===== config.mk =====
export PLATFORM = sky130hd
export DESIGN_NAME = i2c_sht40_target_flat
export DESIGN_NICKNAME = d
export VERILOG_FILES = /design/src/rtl/i2c_sht40_target_if.sv /design/src/rtl/i2c_sht40_target.sv /design/src/flat_wrapper.sv
export SDC_FILE = /design/constraint.sdc
export NUM_CORES = 1
export LEC_CHECK = 0
export CELL_PAD_IN_SITES_DETAIL_PLACEMENT = 0
export CELL_PAD_IN_SITES_GLOBAL_PLACEMENT = 2
export CORE_ASPECT_RATIO = 2
export CORE_UTILIZATION = 30
export CTS_BUF_LIST = sky130_fd_sc_hd__clkbuf_4 sky130_fd_sc_hd__clkbuf_8
export DETAILED_ROUTE_END_ITERATION = 8
export GPL_TIMING_DRIVEN = 0
export PLACE_DENSITY_LB_ADDON = 0.1
export SYNTH_ARGS = -nofsm -noshare
export SYNTH_HDL_FRONTEND = slang
export SYNTH_SLANG_ARGS = --single-unit

===== constraint.sdc =====
create_clock -name clk -period 5.1 [get_ports clk]
set_clock_uncertainty 0.15 [all_clocks]
set_input_delay 0.51 -clock clk [delete_from_list [all_inputs] [get_ports clk]]
set_output_delay 0.51 -clock clk [all_outputs]
set_load 0.05 [all_outputs]

===== src/rtl/i2c_sht40_target_if.sv =====
// ---------------------------------------------------------------------------
// i2c_sht40_target_if
// Bundles the I2C bus levels shared by the SHT40 stand-in target and whatever
// plays the master side (i2c_master in loopback, the bench in simulation).
//   Scl_In  : raw SCL level seen on the bus (asynchronous to clk)
//   Sda_In  : raw SDA level seen on the bus (wired-AND of all drivers)
//   Sda_Out : target's open-drain control, 1 = release, 0 = pull low
// ---------------------------------------------------------------------------
interface i2c_sht40_target_if;
    logic Scl_In;
    logic Sda_In;
    logic Sda_Out;

    modport master (
        output Scl_In,
        output Sda_In,
        input  Sda_Out
    );

    modport slave (
        input  Scl_In,
        input  Sda_In,
        output Sda_Out
    );
endinterface


===== src/rtl/i2c_sht40_target.sv =====
// ---------------------------------------------------------------------------
// i2c_sht40_target
// Synthesizable I2C target emulating an SHT40 humidity/temperature sensor.
// Accepts the measure command at TARGET_ADDR, stays busy for MEAS_CYCLES clk,
// then returns T_msb, T_lsb, CRC, RH_msb, RH_lsb, CRC on a read.
// Ports:
//   clk          : system clock
//   Reset_N      : synchronous active-low reset
//   bus          : I2C bus levels (slave modport: Scl_In, Sda_In, Sda_Out)
//   Temp_Data    : raw temperature word, captured when the command is accepted
//   RH_Data      : raw humidity word, captured when the command is accepted
//   Busy         : high while a measurement is pending
//   Cmd_Accepted : one-clk pulse when the measure command is ACKed
//   Read_Done    : one-clk pulse when the 6th byte's ACK/NACK is sampled
// ---------------------------------------------------------------------------
module i2c_sht40_target #(
    parameter logic [6:0] TARGET_ADDR = 7'h44,
    parameter logic [7:0] MEAS_CMD    = 8'hE0,
    parameter int         MEAS_CYCLES = 1000
) (
    input  logic                 clk,
    input  logic                 Reset_N,
    i2c_sht40_target_if.slave    bus,
    input  logic [15:0]          Temp_Data,
    input  logic [15:0]          RH_Data,
    output logic                 Busy,
    output logic                 Cmd_Accepted,
    output logic                 Read_Done
);

    localparam int CNT_W = $clog2(MEAS_CYCLES + 1);

    localparam logic [2:0] IDLE      = 3'd0;
    localparam logic [2:0] ADDR      = 3'd1;
    localparam logic [2:0] ADDR_ACK  = 3'd2;
    localparam logic [2:0] CMD       = 3'd3;
    localparam logic [2:0] CMD_ACK   = 3'd4;
    localparam logic [2:0] TX_BYTE   = 3'd5;
    localparam logic [2:0] TX_ACK    = 3'd6;
    localparam logic [2:0] WAIT_STOP = 3'd7;

    logic             scl_meta, scl_sync, scl_prev;
    logic             sda_meta, sda_sync, sda_prev;
    logic [2:0]       state;
    logic [3:0]       bit_cnt;
    logic [7:0]       shift;
    logic             rw_bit;
    logic [2:0]       byte_idx;
    logic [CNT_W-1:0] busy_cnt;
    logic             have_meas;
    logic [15:0]      t_lat, rh_lat;
    logic [7:0]       crc_t, crc_rh;
    logic             sda_out_r;
    logic [7:0]       tx_byte;
    logic [7:0]       rx_byte;
    logic             scl_rise, scl_fall, start_det, stop_det;

    // CRC-8, poly 0x31, init 0xFF, MSB first, no reflection or final XOR.
    function automatic logic [7:0] crc8(input logic [15:0] data);
        logic [7:0] crc;
        crc = 8'hFF;
        for (int i = 15; i >= 0; i--) begin
            if (crc[7] ^ data[i]) crc = {crc[6:0], 1'b0} ^ 8'h31;
            else                  crc = {crc[6:0], 1'b0};
        end
        return crc;
    endfunction

    // Edge and bus-condition detection on the synchronized levels.
    assign scl_rise  =  scl_sync & ~scl_prev;
    assign scl_fall  = ~scl_sync &  scl_prev;
    assign start_det =  sda_prev & ~sda_sync & scl_sync & scl_prev;
    assign stop_det  = ~sda_prev &  sda_sync & scl_sync & scl_prev;
    assign rx_byte   = {shift[6:0], sda_sync};
    assign bus.Sda_Out = sda_out_r;

    // Byte served for the current read index; index 6 and 7 never occur,
    // and bytes after the 6th read as 0xFF because SDA stays released.
    always_comb begin
        tx_byte = 8'hFF;
        case (byte_idx)
            3'd0:    tx_byte = t_lat[15:8];
            3'd1:    tx_byte = t_lat[7:0];
            3'd2:    tx_byte = crc_t;
            3'd3:    tx_byte = rh_lat[15:8];
            3'd4:    tx_byte = rh_lat[7:0];
            3'd5:    tx_byte = crc_rh;
            default: tx_byte = 8'hFF;
        endcase
    end

    // Synchronizers, busy timer and the bus protocol FSM. STOP/START are
    // checked before any per-state action so they win in the same clk.
    always_ff @(posedge clk) begin
        if (!Reset_N) begin
            scl_meta     <= 1'b1;
            scl_sync     <= 1'b1;
            scl_prev     <= 1'b1;
            sda_meta     <= 1'b1;
            sda_sync     <= 1'b1;
            sda_prev     <= 1'b1;
            state        <= IDLE;
            bit_cnt      <= '0;
            shift        <= '0;
            rw_bit       <= 1'b0;
            byte_idx     <= '0;
            busy_cnt     <= '0;
            Busy         <= 1'b0;
            have_meas    <= 1'b0;
            t_lat        <= '0;
            rh_lat       <= '0;
            crc_t        <= '0;
            crc_rh       <= '0;
            sda_out_r    <= 1'b1;
            Cmd_Accepted <= 1'b0;
            Read_Done    <= 1'b0;
        end else begin
            scl_meta     <= bus.Scl_In;
            scl_sync     <= scl_meta;
            scl_prev     <= scl_sync;
            sda_meta     <= bus.Sda_In;
            sda_sync     <= sda_meta;
            sda_prev     <= sda_sync;
            Cmd_Accepted <= 1'b0;
            Read_Done    <= 1'b0;

            if (Busy) begin
                busy_cnt <= busy_cnt - CNT_W'(1);
                if (busy_cnt == CNT_W'(1)) Busy <= 1'b0;
            end

            if (stop_det) begin
                state     <= IDLE;
                sda_out_r <= 1'b1;
            end else if (start_det) begin
                state     <= ADDR;
                bit_cnt   <= '0;
                sda_out_r <= 1'b1;
            end else begin
                case (state)
                    IDLE: ;
                    // Collect address + R/W; only a serviceable request gets
                    // an ACK, everything else silently waits for STOP.
                    ADDR: begin
                        if (scl_rise && bit_cnt < 4'd8) begin
                            shift   <= rx_byte;
                            bit_cnt <= bit_cnt + 4'd1;
                            if (bit_cnt == 4'd7) begin
                                rw_bit <= sda_sync;
                                if (shift[6:0] != TARGET_ADDR || Busy ||
                                    (sda_sync && !have_meas))
                                    state <= WAIT_STOP;
                            end
                        end else if (scl_fall && bit_cnt == 4'd8) begin
                            sda_out_r <= 1'b0;
                            state     <= ADDR_ACK;
                        end
                    end
                    // The falling edge ending the ACK slot also launches the
                    // first data bit when this is a read.
                    ADDR_ACK: begin
                        if (scl_fall) begin
                            bit_cnt <= '0;
                            if (rw_bit) begin
                                byte_idx  <= '0;
                                sda_out_r <= t_lat[15];
                                state     <= TX_BYTE;
                            end else begin
                                sda_out_r <= 1'b1;
                                state     <= CMD;
                            end
                        end
                    end
                    CMD: begin
                        if (scl_rise && bit_cnt < 4'd8) begin
                            shift   <= rx_byte;
                            bit_cnt <= bit_cnt + 4'd1;
                            if (bit_cnt == 4'd7 && rx_byte != MEAS_CMD)
                                state <= WAIT_STOP;
                        end else if (scl_fall && bit_cnt == 4'd8) begin
                            sda_out_r    <= 1'b0;
                            Cmd_Accepted <= 1'b1;
                            t_lat        <= Temp_Data;
                            rh_lat       <= RH_Data;
                            crc_t        <= crc8(Temp_Data);
                            crc_rh       <= crc8(RH_Data);
                            have_meas    <= 1'b1;
                            Busy         <= 1'b1;
                            busy_cnt     <= CNT_W'(MEAS_CYCLES);
                            state        <= CMD_ACK;
                        end
                    end
                    CMD_ACK: begin
                        if (scl_fall) begin
                            sda_out_r <= 1'b1;
                            state     <= WAIT_STOP;
                        end
                    end
                    // bit_cnt counts bits already sampled by the master; each
                    // falling edge launches bit (7 - bit_cnt) until all 8 are out.
                    TX_BYTE: begin
                        if (scl_rise) begin
                            bit_cnt <= bit_cnt + 4'd1;
                        end else if (scl_fall) begin
                            if (bit_cnt == 4'd8) begin
                                sda_out_r <= 1'b1;
                                state     <= TX_ACK;
                            end else begin
                                sda_out_r <= tx_byte[3'd7 - bit_cnt[2:0]];
                            end
                        end
                    end
                    TX_ACK: begin
                        if (scl_rise) begin
                            bit_cnt <= '0;
                            if (byte_idx == 3'd5) begin
                                Read_Done <= 1'b1;
                                have_meas <= 1'b0;
                                state     <= WAIT_STOP;
                            end else if (!sda_sync) begin
                                byte_idx <= byte_idx + 3'd1;
                                state    <= TX_BYTE;
                            end else begin
                                state <= WAIT_STOP;
                            end
                        end
                    end
                    WAIT_STOP: sda_out_r <= 1'b1;
                    default:   state     <= IDLE;
                endcase
            end
        end
    end

endmodule


===== src/flat_wrapper.sv =====
// flat-port wrapper written by rule: the top's interface ports become plain ports
module i2c_sht40_target_flat 
#(
    parameter logic [6:0] TARGET_ADDR = 7'h44,
    parameter logic [7:0] MEAS_CMD    = 8'hE0,
    parameter int         MEAS_CYCLES = 1000
)
  (clk, Reset_N, Temp_Data, RH_Data, Busy, Cmd_Accepted, Read_Done, bus_Scl_In, bus_Sda_In, bus_Sda_Out);
  i2c_sht40_target_if bus_i ();
  input  logic clk;
  input  logic Reset_N;
  input  logic [15:0] Temp_Data;
  input  logic [15:0] RH_Data;
  output logic Busy;
  output logic Cmd_Accepted;
  output logic Read_Done;
  input wire logic [$bits(bus_i.Scl_In)-1:0] bus_Scl_In;
  input wire logic [$bits(bus_i.Sda_In)-1:0] bus_Sda_In;
  output wire logic [$bits(bus_i.Sda_Out)-1:0] bus_Sda_Out;
  assign bus_i.Scl_In = bus_Scl_In;
  assign bus_i.Sda_In = bus_Sda_In;
  assign bus_Sda_Out = bus_i.Sda_Out;
  i2c_sht40_target #(.TARGET_ADDR(TARGET_ADDR), .MEAS_CMD(MEAS_CMD), .MEAS_CYCLES(MEAS_CYCLES)) u_core (.clk(clk), .Reset_N(Reset_N), .bus(bus_i), .Temp_Data(Temp_Data), .RH_Data(RH_Data), .Busy(Busy), .Cmd_Accepted(Cmd_Accepted), .Read_Done(Read_Done));
endmodule

==> metrics.txt <==
# TYPE chip_impl_metric gauge
chip_impl_info{name="yosys_most_used_dff",value="sky130_fd_sc_hd__dfxtp_1"} 1
chip_impl_info{name="clock_tree.root_cell",value="sky130_fd_sc_hd__clkbuf_8"} 1
chip_impl_info{name="path_class",value="reg -> reg"} 1
chip_impl_metric{name="dp_hpwl",unit="mm"} 11.34
chip_impl_metric{name="die_width",unit="um"} 89.32
chip_impl_info{name="globalRoute.busiestLayer",value="met2"} 1
chip_impl_metric{name="irDropWorstVdd",unit="V"} 0.0001300
chip_impl_metric{name="yosysUniqueCellTypes",unit=""} 56
chip_impl_metric{name="synth_net_count",unit=""} 601
chip_impl_metric{name="timing_hold_violations_final",unit=""} 0
chip_impl_metric{name="tightest_pin_transition",unit="ps"} 1040
chip_impl_metric{name="netlist_instances",unit=""} 557
chip_impl_metric{name="rrSetupSlack",unit="ps"} 2120
chip_impl_metric{name="core_region_area",unit="sq um"} 14820
chip_impl_metric{name="post_route_cells_drive_above_1_share",unit="%"} 5.892
chip_impl_metric{name="globalplace.congestion",unit=""} 0.8391
chip_impl_info{name="rsz0062_at_grt",value="false"} 1
chip_impl_metric{name="worstPathBufferInverterCount",unit=""} 4
chip_impl_metric{name="floorplan.initialDensity",unit="%"} 30.87
chip_impl_info{name="synth_largest_area_cell",value="sky130_fd_sc_hd__dfxtp_1"} 1
chip_impl_metric{name="mappedNetlistArea",unit="sq um"} 4574
chip_impl_metric{name="asyncSetResetFlopFracSynth",unit="%"} 0
chip_impl_metric{name="max-clock-path-buffers",unit=""} 2
chip_impl_info{name="run_status",value="finished clean"} 1
chip_impl_metric{name="critical_path_required",unit="ps"} 5230
chip_impl_metric{name="cts-htree-levels",unit=""} 3
chip_impl_info{name="critical_path.most_common_cell",value="sky130_fd_sc_hd__clkbuf_1"} 1
chip_impl_info{name="timing.critical_path.max_delay_family",value="buffers and inverters"} 1
chip_impl_metric{name="worst_slew_margin_rel",unit="%"} 30.12
chip_impl_metric{name="syn_to_final_growth",unit="%"} 19.09
chip_impl_metric{name="clk_latency",unit="ps"} 380
chip_impl_metric{name="number_of_gates_resized_after_cts",unit=""} 0
chip_impl_metric{name="clock_transition_at_path_regs",unit="ps"} 100
chip_impl_metric{name="final_max_slew_viol_count",unit=""} 0
chip_impl_metric{name="track_usage",unit="%"} 19.76
chip_impl_metric{name="total_leakage_power",unit="uW"} 0.001740
chip_impl_metric{name="grt_util_met3",unit="%"} 3.172
chip_impl_metric{name="synth_enable_flop_cells",unit=""} 0
chip_impl_metric{name="final_nets",unit=""} 650
chip_impl_metric{name="post-route-util",unit="%"} 36.76
chip_impl_metric{name="viasPerCell",unit=""} 4.947
chip_impl_metric{name="drt-wirelength-per-cell",unit="um"} 17.86
chip_impl_metric{name="detail_route.iter0.violations",unit=""} 168
chip_impl_metric{name="setup_viol_count_final",unit=""} 0
chip_impl_metric{name="fin_setup_tns",unit="ps"} 0
chip_impl_metric{name="yosys_warnings",unit=""} 0
chip_impl_metric{name="min_period_over_period",unit="%"} 58.49
chip_impl_metric{name="fp.dieArea",unit="sq um"} 15780
chip_impl_metric{name="mapped_avg_cell_area",unit="sq um"} 8.213
chip_impl_metric{name="io_buffer_count",unit=""} 38
chip_impl_metric{name="grt_start_max_net_pins",unit=""} 17
chip_impl_metric{name="fin_total_pwr",unit="uW"} 1670
chip_impl_metric{name="grt_overflow_total",unit=""} 0
chip_impl_info{name="clock_tree_from_tritoncts",value="done"} 1
chip_impl_metric{name="grt_pass1_vias",unit=""} 4049
chip_impl_metric{name="pwr_density_cell",unit="nW/um^2"} 306.6
chip_impl_metric{name="antenna_violating_nets_post_route",unit=""} 0
chip_impl_metric{name="cts_inserted_buffers",unit=""} 9
chip_impl_info{name="layout_commonest_cell",value="sky130_fd_sc_hd__nand2_1"} 1
chip_impl_metric{name="number_of_buffers_added_for_setup_after_cts",unit=""} 0
chip_impl_metric{name="yosys_register_bits",unit=""} 87
chip_impl_metric{name="crit_arrival",unit="ps"} 3110
chip_impl_metric{name="synth_largest_type_area_fraction",unit="%"} 38.07
chip_impl_metric{name="insertedDiodeCount",unit=""} 0
chip_impl_info{name="post_synth_main_area_contributors",value="sky130_fd_sc_hd__dfxtp_1 (38%), sky130_fd_sc_hd__xnor2_1 (12%), sky130_fd_sc_hd__nand2_1 (8.5%)"} 1
chip_impl_metric{name="slowest_delay",unit="ps"} 420
chip_impl_metric{name="timing.critical_path.fanout_max",unit=""} 10
chip_impl_info{name="crit_chain",value="clkbuf_1 -> clkbuf_1 -> inv_1 -> ha_1 -> buf_1 -> a221oi_1 -> o211ai_1 -> a32oi_1 -> o2111a_1 -> o21ai_0"} 1
chip_impl_metric{name="cts.hold.buffers_added",unit=""} 0
chip_impl_info{name="timing.critical_path.slowest_stage_cell",value="sky130_fd_sc_hd__clkbuf_1"} 1
chip_impl_metric{name="detailedRoute.firstPassIterationCount",unit=""} 5
chip_impl_metric{name="cts_num_sinks",unit=""} 87
chip_impl_metric{name="fin_hold_ws",unit="ps"} 272.9
chip_impl_metric{name="highest_clock_frequency_the_design_can_meet",unit="MHz"} 335.3
chip_impl_metric{name="route.final.wire_length",unit="mm"} 14.39
chip_impl_metric{name="placement_rows",unit=""} 63
chip_impl_info{name="worstSetupStartpointType",value="flip-flop"} 1
chip_impl_info{name="final_cell_mix",value="sky130_fd_sc_hd__nand2_1 (103), sky130_fd_sc_hd__dfxtp_1 (87), sky130_fd_sc_hd__a21oi_1 (64)"} 1
chip_impl_metric{name="global_route.usage.met2",unit="%"} 37.47
chip_impl_metric{name="use_met1",unit="%"} 20.91
chip_impl_metric{name="drv_cap",unit=""} 0
chip_impl_info{name="critical_path_sink_type",value="flip-flop"} 1
chip_impl_info{name="worstHoldPathType",value="reg -> reg"} 1
chip_impl_metric{name="fp.dieH",unit="um"} 176.6
chip_impl_metric{name="initial_antenna_violation_count",unit=""} 0
chip_impl_metric{name="final.min_clock_period",unit="ps"} 2983
chip_impl_metric{name="route.detailed.drc",unit=""} 0
chip_impl_metric{name="detailroute.via_count",unit=""} 3987
chip_impl_metric{name="grt_first_pass_wirelength",unit="mm"} 22.63
chip_impl_metric{name="io_pins",unit=""} 40
chip_impl_metric{name="yosysSeqAreaShare",unit="%"} 38.07
[worst reg2reg max path: stages (launching register included)]
cell,delay (ps)
sky130_fd_sc_hd__dfxtp_1,380
sky130_fd_sc_hd__clkbuf_1,370
sky130_fd_sc_hd__clkbuf_1,420
sky130_fd_sc_hd__inv_1,90
sky130_fd_sc_hd__ha_1,190
sky130_fd_sc_hd__buf_1,210
sky130_fd_sc_hd__a221oi_1,390
sky130_fd_sc_hd__o211ai_1,140
sky130_fd_sc_hd__a32oi_1,250
sky130_fd_sc_hd__o2111a_1,220
sky130_fd_sc_hd__o21ai_0,80
[flip-flops by register name, summed over array words and instances (netlist names), 4 cells and up]
signal	cells
u_core.bit_cnt	4
u_core.shift	7
u_core.crc_rh	8
u_core.t_lat	16
u_core.rh_lat	16
u_core.crc_t	8
u_core.busy_cnt	10
[path summary, 6_finish.rpt]
path,depth (start not counted),start,end
worst min register to register,1,u_core.scl_meta,u_core.scl_sync
worst max-delay path,10,u_core.byte_idx[2],u_core.bus.Sda_Out
worst max register to register,10,u_core.byte_idx[2],u_core.bus.Sda_Out
worst min-delay path,1,u_core.scl_meta,u_core.scl_sync
[logic make-up after synthesis]
family / after synthesis / synth area share, %
flip-flops: 87 / 38.07
multiplexers: 6 / 1.368
adder cells (fa/ha/maj): 8 / 2.188
AO/OA/AOI/OAI: 126 / 17.01
AND/OR/NAND/NOR: 201 / 20.51
buffers and inverters: 46 / 3.993
XOR/XNOR: 83 / 16.85
[stage by stage]
step                      setup WS (ps)  cell area [sq um]  instances
after floorplan                    2751               4574        557
after global placement             2192               5199        790
after detailed placement           2138               5199        790
after CTS                          2109               5448        806
after global routing               1973               5448        806
final                              2117               5448        806
[synthesized netlist by cell type, types with 7 or more instances]
library cell               number
sky130_fd_sc_hd__nand3_1       21
sky130_fd_sc_hd__inv_1          8
sky130_fd_sc_hd__nor2_1        27
sky130_fd_sc_hd__xnor2_1       61
sky130_fd_sc_hd__nand2b_1      12
sky130_fd_sc_hd__buf_2          8
sky130_fd_sc_hd__a222oi_1       7
sky130_fd_sc_hd__nand2_1      103
sky130_fd_sc_hd__o21ai_0       17
sky130_fd_sc_hd__a21oi_1       64
sky130_fd_sc_hd__xor2_1        17
sky130_fd_sc_hd__ha_1           8
sky130_fd_sc_hd__clkbuf_1      26
sky130_fd_sc_hd__a211oi_1       8
sky130_fd_sc_hd__nor3_1         8
sky130_fd_sc_hd__dfxtp_1       87
[power by group]
group	switching (uW)	internal, uW
Sequential	4.08	686
Combinational	207	167
Clock	275	332
[final cells by class]
cell class | instances | area (sq um)
Fill cell | 1649 | 9371
Multi-Input combinational cell | 424 | 2650
Sequential cell | 87 | 1742
Timing Repair Buffer | 38 | 380.4
Tap cell | 195 | 244.0
Buffer | 37 | 148.9
Clock inverter | 7 | 125.1
Clock buffer | 9 | 123.9
Inverter | 9 | 33.78
[routing by layer]
layer	up-vias	routed length [um]
li1	2012	-
met1	1873	5477
met2	81	8120
met3	21	370
met4	0	424
met5	-	0
Note: power is estimated with default switching activity, not from simulation.
